**config.mk**
```make
export PLATFORM = sky130hd
export DESIGN_NAME = uart_sensor_frame_rx
export DESIGN_NICKNAME = d
export VERILOG_FILES = /design/src/rtl/uart_sensor_frame_rx.sv
export SDC_FILE = /design/constraint.sdc
export NUM_CORES = 1
export LEC_CHECK = 0
export ABC_AREA = 1
export CELL_PAD_IN_SITES_DETAIL_PLACEMENT = 0
export CELL_PAD_IN_SITES_GLOBAL_PLACEMENT = 2
export CORE_ASPECT_RATIO = 1.1
export CORE_UTILIZATION = 31
export DETAILED_ROUTE_END_ITERATION = 7
export PLACE_DENSITY_LB_ADDON = 0.08
export RECOVER_POWER = 50
export SETUP_SLACK_MARGIN = 0.05
export SYNTH_ARGS = -nofsm -noshare
export SYNTH_HDL_FRONTEND = slang
export SYNTH_SLANG_ARGS = --single-unit
```
**constraint.sdc**
```tcl
create_clock -name clk -period 1.76 [get_ports clk]
set_clock_uncertainty 0.1 [all_clocks]
set_input_delay 0.264 -clock clk [delete_from_list [all_inputs] [get_ports clk]]
set_output_delay 0.264 -clock clk [all_outputs]
set_load 0.005 [all_outputs]
```
**src/rtl/uart_sensor_frame_rx.sv**
```systemverilog
// uart_sensor_frame_rx
// Receives 8N1 UART bytes and decodes 4-byte sensor frames of the form
// ID (0xAA lux / 0xBB humidity), value high, value low, 0x0A.
// Ports:
//   clk            - system clock
//   reset          - asynchronous, active-low reset
//   uart_rx_pin    - serial input, idles high, asynchronous to clk
//   sensor_id      - ID of the last good frame
//   sensor_value   - {high, low} of the last good frame
//   frame_valid    - one-cycle strobe per good frame
//   lux_value      - last good lux value
//   humidity_value - last good humidity value
//   frame_err      - one-cycle strobe on a framing, frame or timeout error
//   err_count      - saturating count of frame_err strobes
module uart_sensor_frame_rx #(
    parameter int CLKS_PER_BIT   = 5208,
    parameter int TIMEOUT_CYCLES = 520800
) (
    input  logic        clk,
    input  logic        reset,
    input  logic        uart_rx_pin,
    output logic [7:0]  sensor_id,
    output logic [15:0] sensor_value,
    output logic        frame_valid,
    output logic [15:0] lux_value,
    output logic [15:0] humidity_value,
    output logic        frame_err,
    output logic [7:0]  err_count
);
    localparam int CW = $clog2(CLKS_PER_BIT + 1);
    localparam int TW = $clog2(TIMEOUT_CYCLES + 1);
    localparam logic [CW-1:0] HALF_M1 = CW'(CLKS_PER_BIT / 2 - 1);
    localparam logic [CW-1:0] BIT_M1  = CW'(CLKS_PER_BIT - 1);
    localparam logic [TW-1:0] TMO_M1  = TW'(TIMEOUT_CYCLES - 1);
    localparam logic [7:0]    ID_LUX  = 8'hAA;
    localparam logic [7:0]    ID_HUM  = 8'hBB;
    localparam logic [7:0]    EOF_B   = 8'h0A;

    typedef enum logic [1:0] {R_IDLE, R_START, R_DATA, R_STOP} rx_state_t;
    typedef enum logic [1:0] {P_ID, P_HI, P_LO, P_NL} p_state_t;

    logic          sync1_r, rxs_r;
    rx_state_t     rx_state_r, rx_state_s;
    logic [CW-1:0] rx_cnt_r, rx_cnt_s;
    logic [2:0]    bit_cnt_r, bit_cnt_s;
    logic [7:0]    shift_r, shift_s;
    logic          byte_stb_s, rx_ferr_s;

    p_state_t      p_state_r, p_state_s;
    logic [7:0]    id_r, id_s, hi_r, hi_s, lo_r, lo_s;
    logic [TW-1:0] tmo_r, tmo_s;
    logic [7:0]    sid_s;
    logic [15:0]   sval_s, lux_s, hum_s;
    logic          fv_s, fe_s;
    logic [7:0]    errc_s;

    // Two-flop synchroniser for the asynchronous serial pin; idles high.
    always_ff @(posedge clk or negedge reset) begin
        if (!reset) begin
            sync1_r <= 1'b1;
            rxs_r   <= 1'b1;
        end else begin
            sync1_r <= uart_rx_pin;
            rxs_r   <= sync1_r;
        end
    end

    // Receiver state and bit-timing registers.
    always_ff @(posedge clk or negedge reset) begin
        if (!reset) begin
            rx_state_r <= R_IDLE;
            rx_cnt_r   <= '0;
            bit_cnt_r  <= 3'd0;
            shift_r    <= 8'h00;
        end else begin
            rx_state_r <= rx_state_s;
            rx_cnt_r   <= rx_cnt_s;
            bit_cnt_r  <= bit_cnt_s;
            shift_r    <= shift_s;
        end
    end

    // Receiver next-state: mid-bit sampling, leaving the stop bit at its
    // midpoint so a zero-gap following start bit is still caught.
    always_comb begin
        rx_state_s = rx_state_r;
        rx_cnt_s   = rx_cnt_r + 1'b1;
        bit_cnt_s  = bit_cnt_r;
        shift_s    = shift_r;
        byte_stb_s = 1'b0;
        rx_ferr_s  = 1'b0;
        case (rx_state_r)
            R_IDLE: begin
                rx_cnt_s = '0;
                if (!rxs_r) begin
                    bit_cnt_s  = 3'd0;
                    rx_state_s = R_START;
                end else begin
                    rx_state_s = R_IDLE;
                end
            end
            R_START: begin
                if (rx_cnt_r == HALF_M1) begin
                    rx_cnt_s   = '0;
                    // Line back high at mid start bit: glitch, not an error.
                    rx_state_s = rxs_r ? R_IDLE : R_DATA;
                end else begin
                    rx_state_s = R_START;
                end
            end
            R_DATA: begin
                if (rx_cnt_r == BIT_M1) begin
                    rx_cnt_s  = '0;
                    shift_s   = {rxs_r, shift_r[7:1]};
                    bit_cnt_s = bit_cnt_r + 3'd1;
                    if (bit_cnt_r == 3'd7) begin
                        rx_state_s = R_STOP;
                    end else begin
                        rx_state_s = R_DATA;
                    end
                end else begin
                    rx_state_s = R_DATA;
                end
            end
            R_STOP: begin
                if (rx_cnt_r == BIT_M1) begin
                    rx_cnt_s   = '0;
                    rx_state_s = R_IDLE;
                    if (rxs_r) begin
                        byte_stb_s = 1'b1;
                    end else begin
                        rx_ferr_s = 1'b1;
                    end
                end else begin
                    rx_state_s = R_STOP;
                end
            end
            default: begin
                rx_cnt_s   = '0;
                rx_state_s = R_IDLE;
            end
        endcase
    end

    // Parser state, partial-frame holding and registered outputs.
    always_ff @(posedge clk or negedge reset) begin
        if (!reset) begin
            p_state_r      <= P_ID;
            id_r           <= 8'h00;
            hi_r           <= 8'h00;
            lo_r           <= 8'h00;
            tmo_r          <= '0;
            sensor_id      <= 8'h00;
            sensor_value   <= 16'h0000;
            frame_valid    <= 1'b0;
            lux_value      <= 16'h0000;
            humidity_value <= 16'h0000;
            frame_err      <= 1'b0;
            err_count      <= 8'h00;
        end else begin
            p_state_r      <= p_state_s;
            id_r           <= id_s;
            hi_r           <= hi_s;
            lo_r           <= lo_s;
            tmo_r          <= tmo_s;
            sensor_id      <= sid_s;
            sensor_value   <= sval_s;
            frame_valid    <= fv_s;
            lux_value      <= lux_s;
            humidity_value <= hum_s;
            frame_err      <= fe_s;
            err_count      <= errc_s;
        end
    end

    // Parser next-state. A framing error takes precedence over a timeout in
    // the same cycle (one pulse); a received byte beats a timeout.
    always_comb begin
        p_state_s = p_state_r;
        id_s      = id_r;
        hi_s      = hi_r;
        lo_s      = lo_r;
        tmo_s     = tmo_r;
        sid_s     = sensor_id;
        sval_s    = sensor_value;
        lux_s     = lux_value;
        hum_s     = humidity_value;
        fv_s      = 1'b0;
        fe_s      = 1'b0;
        if (rx_ferr_s) begin
            fe_s      = 1'b1;
            tmo_s     = '0;
            p_state_s = P_ID;
        end else if (byte_stb_s) begin
            tmo_s = '0;
            case (p_state_r)
                P_ID: begin
                    if (shift_r == ID_LUX || shift_r == ID_HUM) begin
                        id_s      = shift_r;
                        p_state_s = P_HI;
                    end else begin
                        p_state_s = P_ID;
                    end
                end
                P_HI: begin
                    hi_s      = shift_r;
                    p_state_s = P_LO;
                end
                P_LO: begin
                    lo_s      = shift_r;
                    p_state_s = P_NL;
                end
                P_NL: begin
                    if (shift_r == EOF_B) begin
                        fv_s      = 1'b1;
                        sid_s     = id_r;
                        sval_s    = {hi_r, lo_r};
                        p_state_s = P_ID;
                        if (id_r == ID_LUX) begin
                            lux_s = {hi_r, lo_r};
                        end else begin
                            hum_s = {hi_r, lo_r};
                        end
                    end else begin
                        fe_s = 1'b1;
                        // A stray ID byte in the terminator slot starts a new frame.
                        if (shift_r == ID_LUX || shift_r == ID_HUM) begin
                            id_s      = shift_r;
                            p_state_s = P_HI;
                        end else begin
                            p_state_s = P_ID;
                        end
                    end
                end
                default: p_state_s = P_ID;
            endcase
        end else if (p_state_r != P_ID) begin
            if (tmo_r == TMO_M1) begin
                fe_s      = 1'b1;
                tmo_s     = '0;
                p_state_s = P_ID;
            end else begin
                tmo_s = tmo_r + 1'b1;
            end
        end else begin
            tmo_s = '0;
        end
        if (fe_s && err_count != 8'hFF) begin
            errc_s = err_count + 8'd1;
        end else begin
            errc_s = err_count;
        end
    end
endmodule

```
==> results of run 1 <==
-- logic make-up after synthesis --
logic type | synth area share
buf+inv | 0.0750
xor+xnor | 0.0237
compound gates | 0.0533
simple gates | 0.277
fa+ha+maj | 0.0179
flops | 0.553
-- through the flow --
| step | worst slack, ps | power, µW |
|---|---|---|
| 2_1_floorplan | -13.4 | 3260 |
| 3_3_place_gp | -66.3 | 3350 |
| 6_report | -108 | 6680 |
| 5_1_grt | -227 | 6920 |
| 4_1_cts | -39.6 | 6790 |
| 3_5_place_dp | -78.9 | 3350 |
-- per-layer routing --
metal / part of all wire / wire length, µm / track usage / up-vias
met3: 0.025 / 422 / 0.0278 / 10
met5: 0 / 0 / 0 / -
met1: 0.44 / 7360 / 0.199 / 2567
met2: 0.53 / 8820 / 0.267 / 76
met4: 0.011 / 182 / 0.0538 / 0
li1: - / - / - / 2713
-- sequential cells by signal (all words and copies together) (netlist names), 3 cells and up --
signal and count:
sensor_value 16, lux_value 16, bit_cnt_r 3, humidity_value 16, tmo_r 19, hi_r 8
sensor_id 8, shift_r 8, id_r 8, lo_r 8, rx_cnt_r 13, err_count 8
-- repair_timing --
action                                  4_1_cts  5_1_grt
gates resized for setup                      20      117
buffers inserted                              9       10
gates cloned                                  1       11
endpoints found under the setup margin      102      141
endpoints found under the hold margin       101        0
hold buffers                                  1        0
pin swaps                                     2       19
-- power breakdown --
part	internal, µW	switching (µW)	total, µW
Combinational	12.6	69.2	81.8
Clock	1850	1550	3400
Sequential	3200	0.854	3200
-- final timing paths --
check	startpoint	to	slack (ps)	depth (start not counted)
max in group asynchronous	reset	rxs_r	250	3
min in group asynchronous	reset	humidity_value[8]	400	2
hold reg to reg	sync1_r	rxs_r	260	0
hold / removal	sync1_r	rxs_r	260	0
setup / recovery	rx_cnt_r[1]	sensor_value[15]	-110	11
setup reg to reg	rx_cnt_r[1]	sensor_value[15]	-110	11
-- Yosys cell counts (all sizes together) --
cell type  instances  area share
a31oi              1     0.00099
nor4               1     0.00099
xor2              12       0.017
nor3              12      0.0095
or2                1     0.00099
nand4             20       0.020
ha                 9       0.018
nand3             66       0.055
xnor2              5      0.0070
o211a              1      0.0016
buf               13       0.016
and2               1     0.00099
o22ai              1     0.00099
dfrtp            137        0.54
nand3b             2      0.0024
o21ai             56       0.045
nand2            220        0.13
a21o               1      0.0012
inv               94       0.056
clkbuf             5      0.0030
a21oi              2      0.0016
nor2              81       0.052
nor3b              1      0.0012
o21bai             2      0.0024
dfstp              2      0.0084
-- final cells by class --
cell class,count,share of cell area
multi-input combinational,497,0.296
timing repair buffer,171,0.187
clock buffer,17,0.0467
tap,252,0.0346
clock inverter,14,0.0140
sequential,139,0.382
inverter,94,0.0390
==> impl_results.html, run 1 <==
<table>
<tr><th>Metric</th><th>Value</th></tr>
<tr><th colspan="2">Clock tree</th></tr>
<tr><td>Clk sink count</td><td>139</td></tr>
<tr><td>Clock insertion delay at the later pin of the skew report</td><td>420 ps</td></tr>
<tr><td>Clock tree from TritonCTS</td><td>done</td></tr>
<tr><td>Master cell of the clock root buffer</td><td>sky130_fd_sc_hd__clkbuf_16</td></tr>
<tr><td>Post-CTS clock slew at the launch and capture registers of the worst setup and hold paths</td><td>60 ps</td></tr>
<tr><td>Number of H-tree levels</td><td>4</td></tr>
<tr><td>Total CTS buffers</td><td>17</td></tr>
<tr><td>CTS Buffer Depth</td><td>2</td></tr>
<tr><th colspan="2">Place</th></tr>
<tr><td>Post-Place Cells</td><td>around 1100</td></tr>
<tr><td>HPWL after DPL</td><td>between 10 and 15 mm</td></tr>
<tr><td>PortBufs</td><td>68</td></tr>
<tr><td>Placer Congestion</td><td>0.785</td></tr>
<tr><td>Placed cell areas</td><td>7810 µm²</td></tr>
<tr><th colspan="2">Timing</th></tr>
<tr><td>Setup-violating endpoint count in the final report</td><td>74</td></tr>
<tr><td>Max Slew Vio Count</td><td>0</td></tr>
<tr><td>Smallest setup slack after layout</td><td>-108 ps</td></tr>
<tr><td>Final Hold Violating Endpoints</td><td>0</td></tr>
<tr><td>Normalized max-slew margin</td><td>0.383</td></tr>
<tr><td>Setup repair after global routing missed its margin</td><td>true</td></tr>
<tr><td>Worst-margin pin slew</td><td>926 ps</td></tr>
<tr><td>Worst hold-check slack</td><td>261 ps</td></tr>
<tr><td>Summed negative setup slack over all endpoints</td><td>-4500 ps</td></tr>
<tr><td>Maximum clock frequency</td><td>0.535 GHz</td></tr>
<tr><td>Minimum clock period</td><td>roughly 1900 ps</td></tr>
<tr><td>Final Cycle Share</td><td>1.06</td></tr>
<tr><th colspan="2">Layout</th></tr>
<tr><td>Share of post-route cells with drive strength above 1</td><td>0.234</td></tr>
<tr><td>Signed area change from the synthesized netlist to the final layout</td><td>44.7%</td></tr>
<tr><td>Layout Cells excl Fill</td><td>1184</td></tr>
<tr><td>Fill cell instance count of the final layout</td><td>1989</td></tr>
<tr><td>Fraction of the core area covered by cells at the end of the flow</td><td>0.458</td></tr>
<tr><td>Cell area after layout</td><td>9110 µm²</td></tr>
<tr><td>Final-stage net count</td><td>~930</td></tr>
<tr><td>Most common library cell in the layout ignoring fill and taps</td><td>sky130_fd_sc_hd__nand2_1</td></tr>
<tr><td>Leading cell types in the layout, fill and taps excluded</td><td>sky130_fd_sc_hd__nand2_1 (192), sky130_fd_sc_hd__dfrtp_1 (136), sky130_fd_sc_hd__inv_1 (88), sky130_fd_sc_hd__buf_4 (75), sky130_fd_sc_hd__nor2_1 (71)</td></tr>
<tr><td>Area of all sequential standard cells</td><td>3480 µm²</td></tr>
<tr><td>Total area of multi-input combinational cells</td><td>2700 µm²</td></tr>
<tr><td>N_diodes</td><td>0</td></tr>
<tr><th colspan="2">Logic synthesis</th></tr>
<tr><td>Synth Cell Area</td><td>6290 µm²</td></tr>
<tr><td>Post-synthesis sequential area ratio</td><td>0.553</td></tr>
<tr><td>Post-Synthesis Cells</td><td>approximately 750</td></tr>
<tr><td>Syn nets</td><td>758</td></tr>
<tr><td>Total number of yosys warnings</td><td>0</td></tr>
<tr><td>Post-synthesis register bit count</td><td>139</td></tr>
<tr><td>Count of distinct cell types in the synthesized netlist</td><td>34</td></tr>
<tr><td>Syn avg cell area</td><td>8.43 µm²</td></tr>
<tr><th colspan="2">Outcome</th></tr>
<tr><td>Outcome</td><td>finished with violations</td></tr>
<tr><td>Failing checks</td><td>negative setup slack</td></tr>
<tr><th colspan="2">Pwr</th></tr>
<tr><td>Ratio of total power to cell area</td><td>between 700 and 800 nW/µm²</td></tr>
<tr><td>Leakage power figure</td><td>between 0.004 and 0.005 µW</td></tr>
<tr><td>Worst VDD drop</td><td>0.639 mV</td></tr>
<tr><th colspan="2">Run</th></tr>
<tr><td>Max-cap viol count</td><td>0</td></tr>
<tr><th colspan="2">Routing</th></tr>
<tr><td>DR pass1 iterations</td><td>5</td></tr>
<tr><td>DR vias</td><td>5366</td></tr>
<tr><td>WL per Instance</td><td>14.2 µm</td></tr>
<tr><td>DRC violation count after routing</td><td>0</td></tr>
<tr><td>Post-DRT Antenna Nets</td><td>0</td></tr>
<tr><td>Vias per inst</td><td>4.53</td></tr>
<tr><td>Total Routed Length</td><td>16.8 mm</td></tr>
<tr><td>Starting DRT DRC Count</td><td>191</td></tr>
<tr><th colspan="2">Critical path</th></tr>
<tr><td>Critical path startpoint category</td><td>flop</td></tr>
<tr><td>Crit path max-delay family</td><td>simple AND/OR/NAND/NOR gates</td></tr>
<tr><td>Largest stage delay, worst path</td><td>360 ps</td></tr>
<tr><td>Type of element capturing the critical path</td><td>flop</td></tr>
<tr><td>Library cell contributing the largest single delay on the critical path</td><td>sky130_fd_sc_hd__dfrtp_1</td></tr>
<tr><td>WS Path Type</td><td>flop to flop</td></tr>
<tr><td>Data arrival time at the worst-slack endpoint</td><td>2070 ps</td></tr>
<tr><td>Critical path buffers and inverters</td><td>3</td></tr>
<tr><td>Data required time of the critical path</td><td>about 2000 ps</td></tr>
<tr><td>Critical Path Fanout Max</td><td>12</td></tr>
<tr><td>CP Cell Sequence</td><td>ha_2, nand2_2, nor2_2, nand2_2, nor2_4, buf_6, nand4_1, buf_6, clkbuf_16, nand2_1, o21ai_1</td></tr>
<tr><th colspan="2">Floorplan</th></tr>
<tr><td>Number of primary I/O pins</td><td>69</td></tr>
<tr><td>Vertical die dimension</td><td>151 µm</td></tr>
<tr><td>Placement row count</td><td>54</td></tr>
<tr><td>Die Width</td><td>138 µm</td></tr>
<tr><td>Area inside the core boundary</td><td>19900 µm²</td></tr>
<tr><td>Initial core utilization</td><td>0.317</td></tr>
<tr><td>Total die area</td><td>between 20000 and 25000 µm²</td></tr>
<tr><th colspan="2">Global routing</th></tr>
<tr><td>Wire length of the first global-routing pass</td><td>25.3 mm</td></tr>
<tr><td>Vias in the first global route</td><td>just over 5000</td></tr>
<tr><td>Number of antenna violations at the first check in global routing</td><td>0</td></tr>
<tr><td>Largest net degree at the start of global routing</td><td>49</td></tr>
<tr><td>Leftover overflow at the end of global routing</td><td>0</td></tr>
<tr><td>GRT Total Usage</td><td>0.157</td></tr>
<tr><th colspan="2">Worst hold path</th></tr>
<tr><td>Class of the tightest hold or removal check</td><td>flop to flop</td></tr>
</table>
(Power assumes the default switching activity.)
==> run 2, diff against run 1 <==
- SETUP_SLACK_MARGIN: 0.05 -> 0.5
- clock period: 1.76 -> 1.5 ns (I/O delays scaled with it)
==> impl_results.html, run 2 (same netlist as run 1, synthesis figures left out) <==
<table>
<tr><th>Metric</th><th>Value</th></tr>
<tr><th colspan="2">Timing</th></tr>
<tr><td>Max Slew Vio Count</td><td>0 (unchanged)</td></tr>
<tr><td>Smallest setup slack after layout</td><td>-310 ps (-203 ps)</td></tr>
<tr><td>Setup repair after global routing missed its margin</td><td>true</td></tr>
<tr><td>Normalized max-slew margin</td><td>0.313 (-0.0702)</td></tr>
<tr><td>Final Hold Violating Endpoints</td><td>34 (+34)</td></tr>
<tr><td>Final Cycle Share</td><td>1.21 (+0.146)</td></tr>
<tr><td>Minimum clock period</td><td>1810 ps (-57.2 ps)</td></tr>
<tr><td>Worst-margin pin slew</td><td>1030 ps (+105 ps)</td></tr>
<tr><td>Maximum clock frequency</td><td>0.552 GHz (+3.2%)</td></tr>
<tr><td>Setup-violating endpoint count in the final report</td><td>135 (+82%)</td></tr>
<tr><td>Worst hold-check slack</td><td>-144 ps (-405 ps)</td></tr>
<tr><th colspan="2">Outcome</th></tr>
<tr><td>Outcome</td><td>finished with violations</td></tr>
<tr><td>Failing checks</td><td>negative hold slack, negative setup slack</td></tr>
<tr><th colspan="2">Floorplan</th></tr>
<tr><td>Placement row count</td><td>54 (unchanged)</td></tr>
<tr><td>Number of primary I/O pins</td><td>69 (unchanged)</td></tr>
<tr><td>Vertical die dimension</td><td>151 µm (unchanged)</td></tr>
<tr><td>Area inside the core boundary</td><td>19900 µm² (unchanged)</td></tr>
<tr><td>Total die area</td><td>20900 µm² (unchanged)</td></tr>
<tr><td>Die Width</td><td>138 µm (unchanged)</td></tr>
<tr><td>Initial core utilization</td><td>0.317 (unchanged)</td></tr>
<tr><th colspan="2">Global routing</th></tr>
<tr><td>GRT Total Usage</td><td>0.172 (+0.0148)</td></tr>
<tr><td>Number of antenna violations at the first check in global routing</td><td>0 (unchanged)</td></tr>
<tr><td>Wire length of the first global-routing pass</td><td>27.3 mm (+8.0%)</td></tr>
<tr><td>Largest net degree at the start of global routing</td><td>49 (unchanged)</td></tr>
<tr><td>Vias in the first global route</td><td>5495 (+8.7%)</td></tr>
<tr><td>Leftover overflow at the end of global routing</td><td>0 (unchanged)</td></tr>
<tr><th colspan="2">Layout</th></tr>
<tr><td>Register ranked first by flip-flop count</td><td>tmo_r</td></tr>
<tr><td>Fill cell instance count of the final layout</td><td>1991 (+0.10%)</td></tr>
<tr><td>Area of all sequential standard cells</td><td>3480 µm² (about the same)</td></tr>
<tr><td>Signed area change from the synthesized netlist to the final layout</td><td>52.2%</td></tr>
<tr><td>Share of post-route cells with drive strength above 1</td><td>0.380 (+0.146)</td></tr>
<tr><td>Fraction of the core area covered by cells at the end of the flow</td><td>0.482 (+0.0236)</td></tr>
<tr><td>Number of flip-flops in the largest register</td><td>19 (unchanged)</td></tr>
<tr><td>Total area of multi-input combinational cells</td><td>2920 µm² (+8.4%)</td></tr>
<tr><td>Final-stage net count</td><td>1009 (+8.3%)</td></tr>
<tr><td>Leading cell types in the layout, fill and taps excluded</td><td>sky130_fd_sc_hd__nand2_1 (193), sky130_fd_sc_hd__buf_4 (150), sky130_fd_sc_hd__dfrtp_1 (137), sky130_fd_sc_hd__inv_1 (84), sky130_fd_sc_hd__nor2_1 (69)</td></tr>
<tr><td>N_diodes</td><td>0 (unchanged)</td></tr>
<tr><td>Most common library cell in the layout ignoring fill and taps</td><td>sky130_fd_sc_hd__nand2_1</td></tr>
<tr><th colspan="2">Pwr</th></tr>
<tr><td>Proportion of total power due to net switching</td><td>0.216 (-0.0262)</td></tr>
<tr><td>Internal power</td><td>6630 µW (+31%)</td></tr>
<tr><td>Worst VDD drop</td><td>0.862 mV (+35%)</td></tr>
<tr><td>Net switching component of the power</td><td>1830 µW (+13%)</td></tr>
<tr><td>Combinational share of power</td><td>0.011 (about the same)</td></tr>
<tr><td>Leakage power figure</td><td>0.00500 µW (+5.8%)</td></tr>
<tr><td>Total power</td><td>8460 µW (+27%)</td></tr>
<tr><td>Sequential power share</td><td>0.444 (-0.035)</td></tr>
<tr><td>Clock power share</td><td>0.545 (+0.036)</td></tr>
<tr><td>Ratio of total power to cell area</td><td>884 nW/µm² (+20%)</td></tr>
<tr><th colspan="2">Place</th></tr>
<tr><td>PortBufs</td><td>68 (unchanged)</td></tr>
<tr><td>HPWL after DPL</td><td>11.6 mm (+3.6%)</td></tr>
<tr><td>Placer Congestion</td><td>0.844 (+7.5%)</td></tr>
<tr><th colspan="2">Clock tree</th></tr>
<tr><td>CTS Buffer Depth</td><td>2 (unchanged)</td></tr>
<tr><td>Total CTS buffers</td><td>17 (unchanged)</td></tr>
<tr><td>Master cell of the clock root buffer</td><td>sky130_fd_sc_hd__clkbuf_16</td></tr>
<tr><td>Clk sink count</td><td>139 (unchanged)</td></tr>
<tr><td>Post-CTS clock slew at the launch and capture registers of the worst setup and hold paths</td><td>60 ps (about the same)</td></tr>
<tr><td>Clock insertion delay at the later pin of the skew report</td><td>420 ps (about the same)</td></tr>
<tr><td>Number of H-tree levels</td><td>4 (unchanged)</td></tr>
<tr><td>Clock tree from TritonCTS</td><td>done</td></tr>
<tr><th colspan="2">Critical path</th></tr>
<tr><td>Critical path buffers and inverters</td><td>2 (-1)</td></tr>
<tr><td>CP Cell Sequence</td><td>ha_4, nand2_2, nor2_1, nand2_1, nor2_4, nand3_4, nor2_8, buf_12, clkbuf_16, nand3_2, nand2_2</td></tr>
<tr><td>WS Path Type</td><td>flop to flop</td></tr>
<tr><td>Critical path startpoint category</td><td>flop</td></tr>
<tr><td>Data arrival time at the worst-slack endpoint</td><td>2070 ps (about the same)</td></tr>
<tr><td>Most used cell along the critical path</td><td>sky130_fd_sc_hd__nand2_2</td></tr>
<tr><td>Largest stage delay, worst path</td><td>390 ps (+30 ps)</td></tr>
<tr><td>Type of element capturing the critical path</td><td>flop</td></tr>
<tr><td>Crit path max-delay family</td><td>simple AND/OR/NAND/NOR gates</td></tr>
<tr><td>Data required time of the critical path</td><td>1760 ps (-200 ps)</td></tr>
<tr><td>Critical Path Fanout Max</td><td>5 (-7)</td></tr>
<tr><td>Library cell contributing the largest single delay on the critical path</td><td>sky130_fd_sc_hd__dfrtp_1</td></tr>
<tr><th colspan="2">Routing</th></tr>
<tr><td>Starting DRT DRC Count</td><td>239 (+25%)</td></tr>
<tr><td>Post-DRT Antenna Nets</td><td>0 (unchanged)</td></tr>
<tr><td>DRC violation count after routing</td><td>0 (unchanged)</td></tr>
<tr><td>DR pass1 iterations</td><td>6 (+1)</td></tr>
<tr><td>DR vias</td><td>5713 (+6.5%)</td></tr>
<tr><td>WL per Instance</td><td>14.1 µm (-0.81%)</td></tr>
<tr><td>Vias per inst</td><td>4.53 (-0.11%)</td></tr>
<tr><td>Total Routed Length</td><td>17.7 mm (+5.7%)</td></tr>
<tr><th colspan="2">Run</th></tr>
<tr><td>Max-cap viol count</td><td>0 (unchanged)</td></tr>
<tr><th colspan="2">Worst hold path</th></tr>
<tr><td>Class of the tightest hold or removal check</td><td>primary input to async pin</td></tr>
</table>
==> run 2: cell types whose count changed in the layout (fill, tap and decap cells not counted), moves of 10 or more <==
cell                              delta
sky130_fd_sc_hd__clkbuf_2           +42
sky130_fd_sc_hd__o21ai_2            -10
sky130_fd_sc_hd__clkdlybuf4s50_1    -55
sky130_fd_sc_hd__o21ai_1            +13
sky130_fd_sc_hd__nand3_1            -19
sky130_fd_sc_hd__buf_2              +18
sky130_fd_sc_hd__buf_4              +75
sky130_fd_sc_hd__nand3_2            +18
==> run 2: timing repair <==
action	in CTS	in global routing
setup buffers	15	40
gates resized for setup	98	206
cloned	6	5
pin swaps	8	30
setup endpoints to repair	203	203
hold endpoints to repair	107	34
==> run 2: worst reg2reg max path, stage by stage (launching register included) <==
cell and delay [ps]:
sky130_fd_sc_hd__dfrtp_1 390, sky130_fd_sc_hd__ha_4 150, sky130_fd_sc_hd__nand2_2 40, sky130_fd_sc_hd__nor2_1 80
sky130_fd_sc_hd__nand2_1 90, sky130_fd_sc_hd__nor2_4 170, sky130_fd_sc_hd__nand3_4 120, sky130_fd_sc_hd__nor2_8 170
sky130_fd_sc_hd__buf_12 160, sky130_fd_sc_hd__clkbuf_16 150, sky130_fd_sc_hd__nand3_2 70, sky130_fd_sc_hd__nand2_2 60
==> run 2: final cells by class <==
type	instances	share of cell area
well taps	252	0.0329
clock buffers	18	0.0459
repair buffers	243	0.193
multi-input cells	502	0.305
clock inverters	14	0.0216
flip-flops and latches	139	0.364
inverters	94	0.0379
==> run 2: path summary, 6_finish.rpt <==
check / startpoint / endpoint / slack (ps) / cells after the start
max reg2reg: rx_cnt_r[1] / humidity_value[4] / -310 / 11
min in group clk: sync1_r / rxs_r / 250 / 0
min: reset / humidity_value[11] / -140 / 1
max in group asynchronous: reset / rx_cnt_r[2] / 260 / 2
max: rx_cnt_r[1] / humidity_value[4] / -310 / 11
min reg2reg: sync1_r / rxs_r / 250 / 0
==> run 2: metal layers <==
metal	track usage	wire length, µm	vias up	share of wire
met3	0.0311	540	24	0.030
li1	-	-	2891	-
met5	0	0	-	0
met2	0.310	9570	89	0.54
met1	0.199	7300	2709	0.41
met4	0.0668	333	0	0.019
==> run 2: power by group through the flow <==
| stage | combinational (µW) | sequential (µW) | clock (µW) |
|---|---|---|---|
| global placement | 115 | 3820 | 0 |
| finish | 94.5 | 3760 | 4610 |
| CTS | 117 | 3750 | 4730 |
| global route | 113 | 3750 | 4880 |
| floorplan | 0.902 | 3830 | 0 |
| detailed placement | 117 | 3820 | 0 |
==> run 2: per-stage QoR <==
stage / TNS [ps] / std cells / cell area (µm²) / setup WS, ps
after floorplan: -18900 / 746 / 6430 / -250
after global placement: -34450 / 1164 / 8210 / -344
after detailed placement: -35100 / 1164 / 8210 / -367
after CTS: -34630 / 1217 / 9130 / -301
after global routing: -44640 / 1262 / 9580 / -425
final: -28970 / 1262 / 9580 / -310
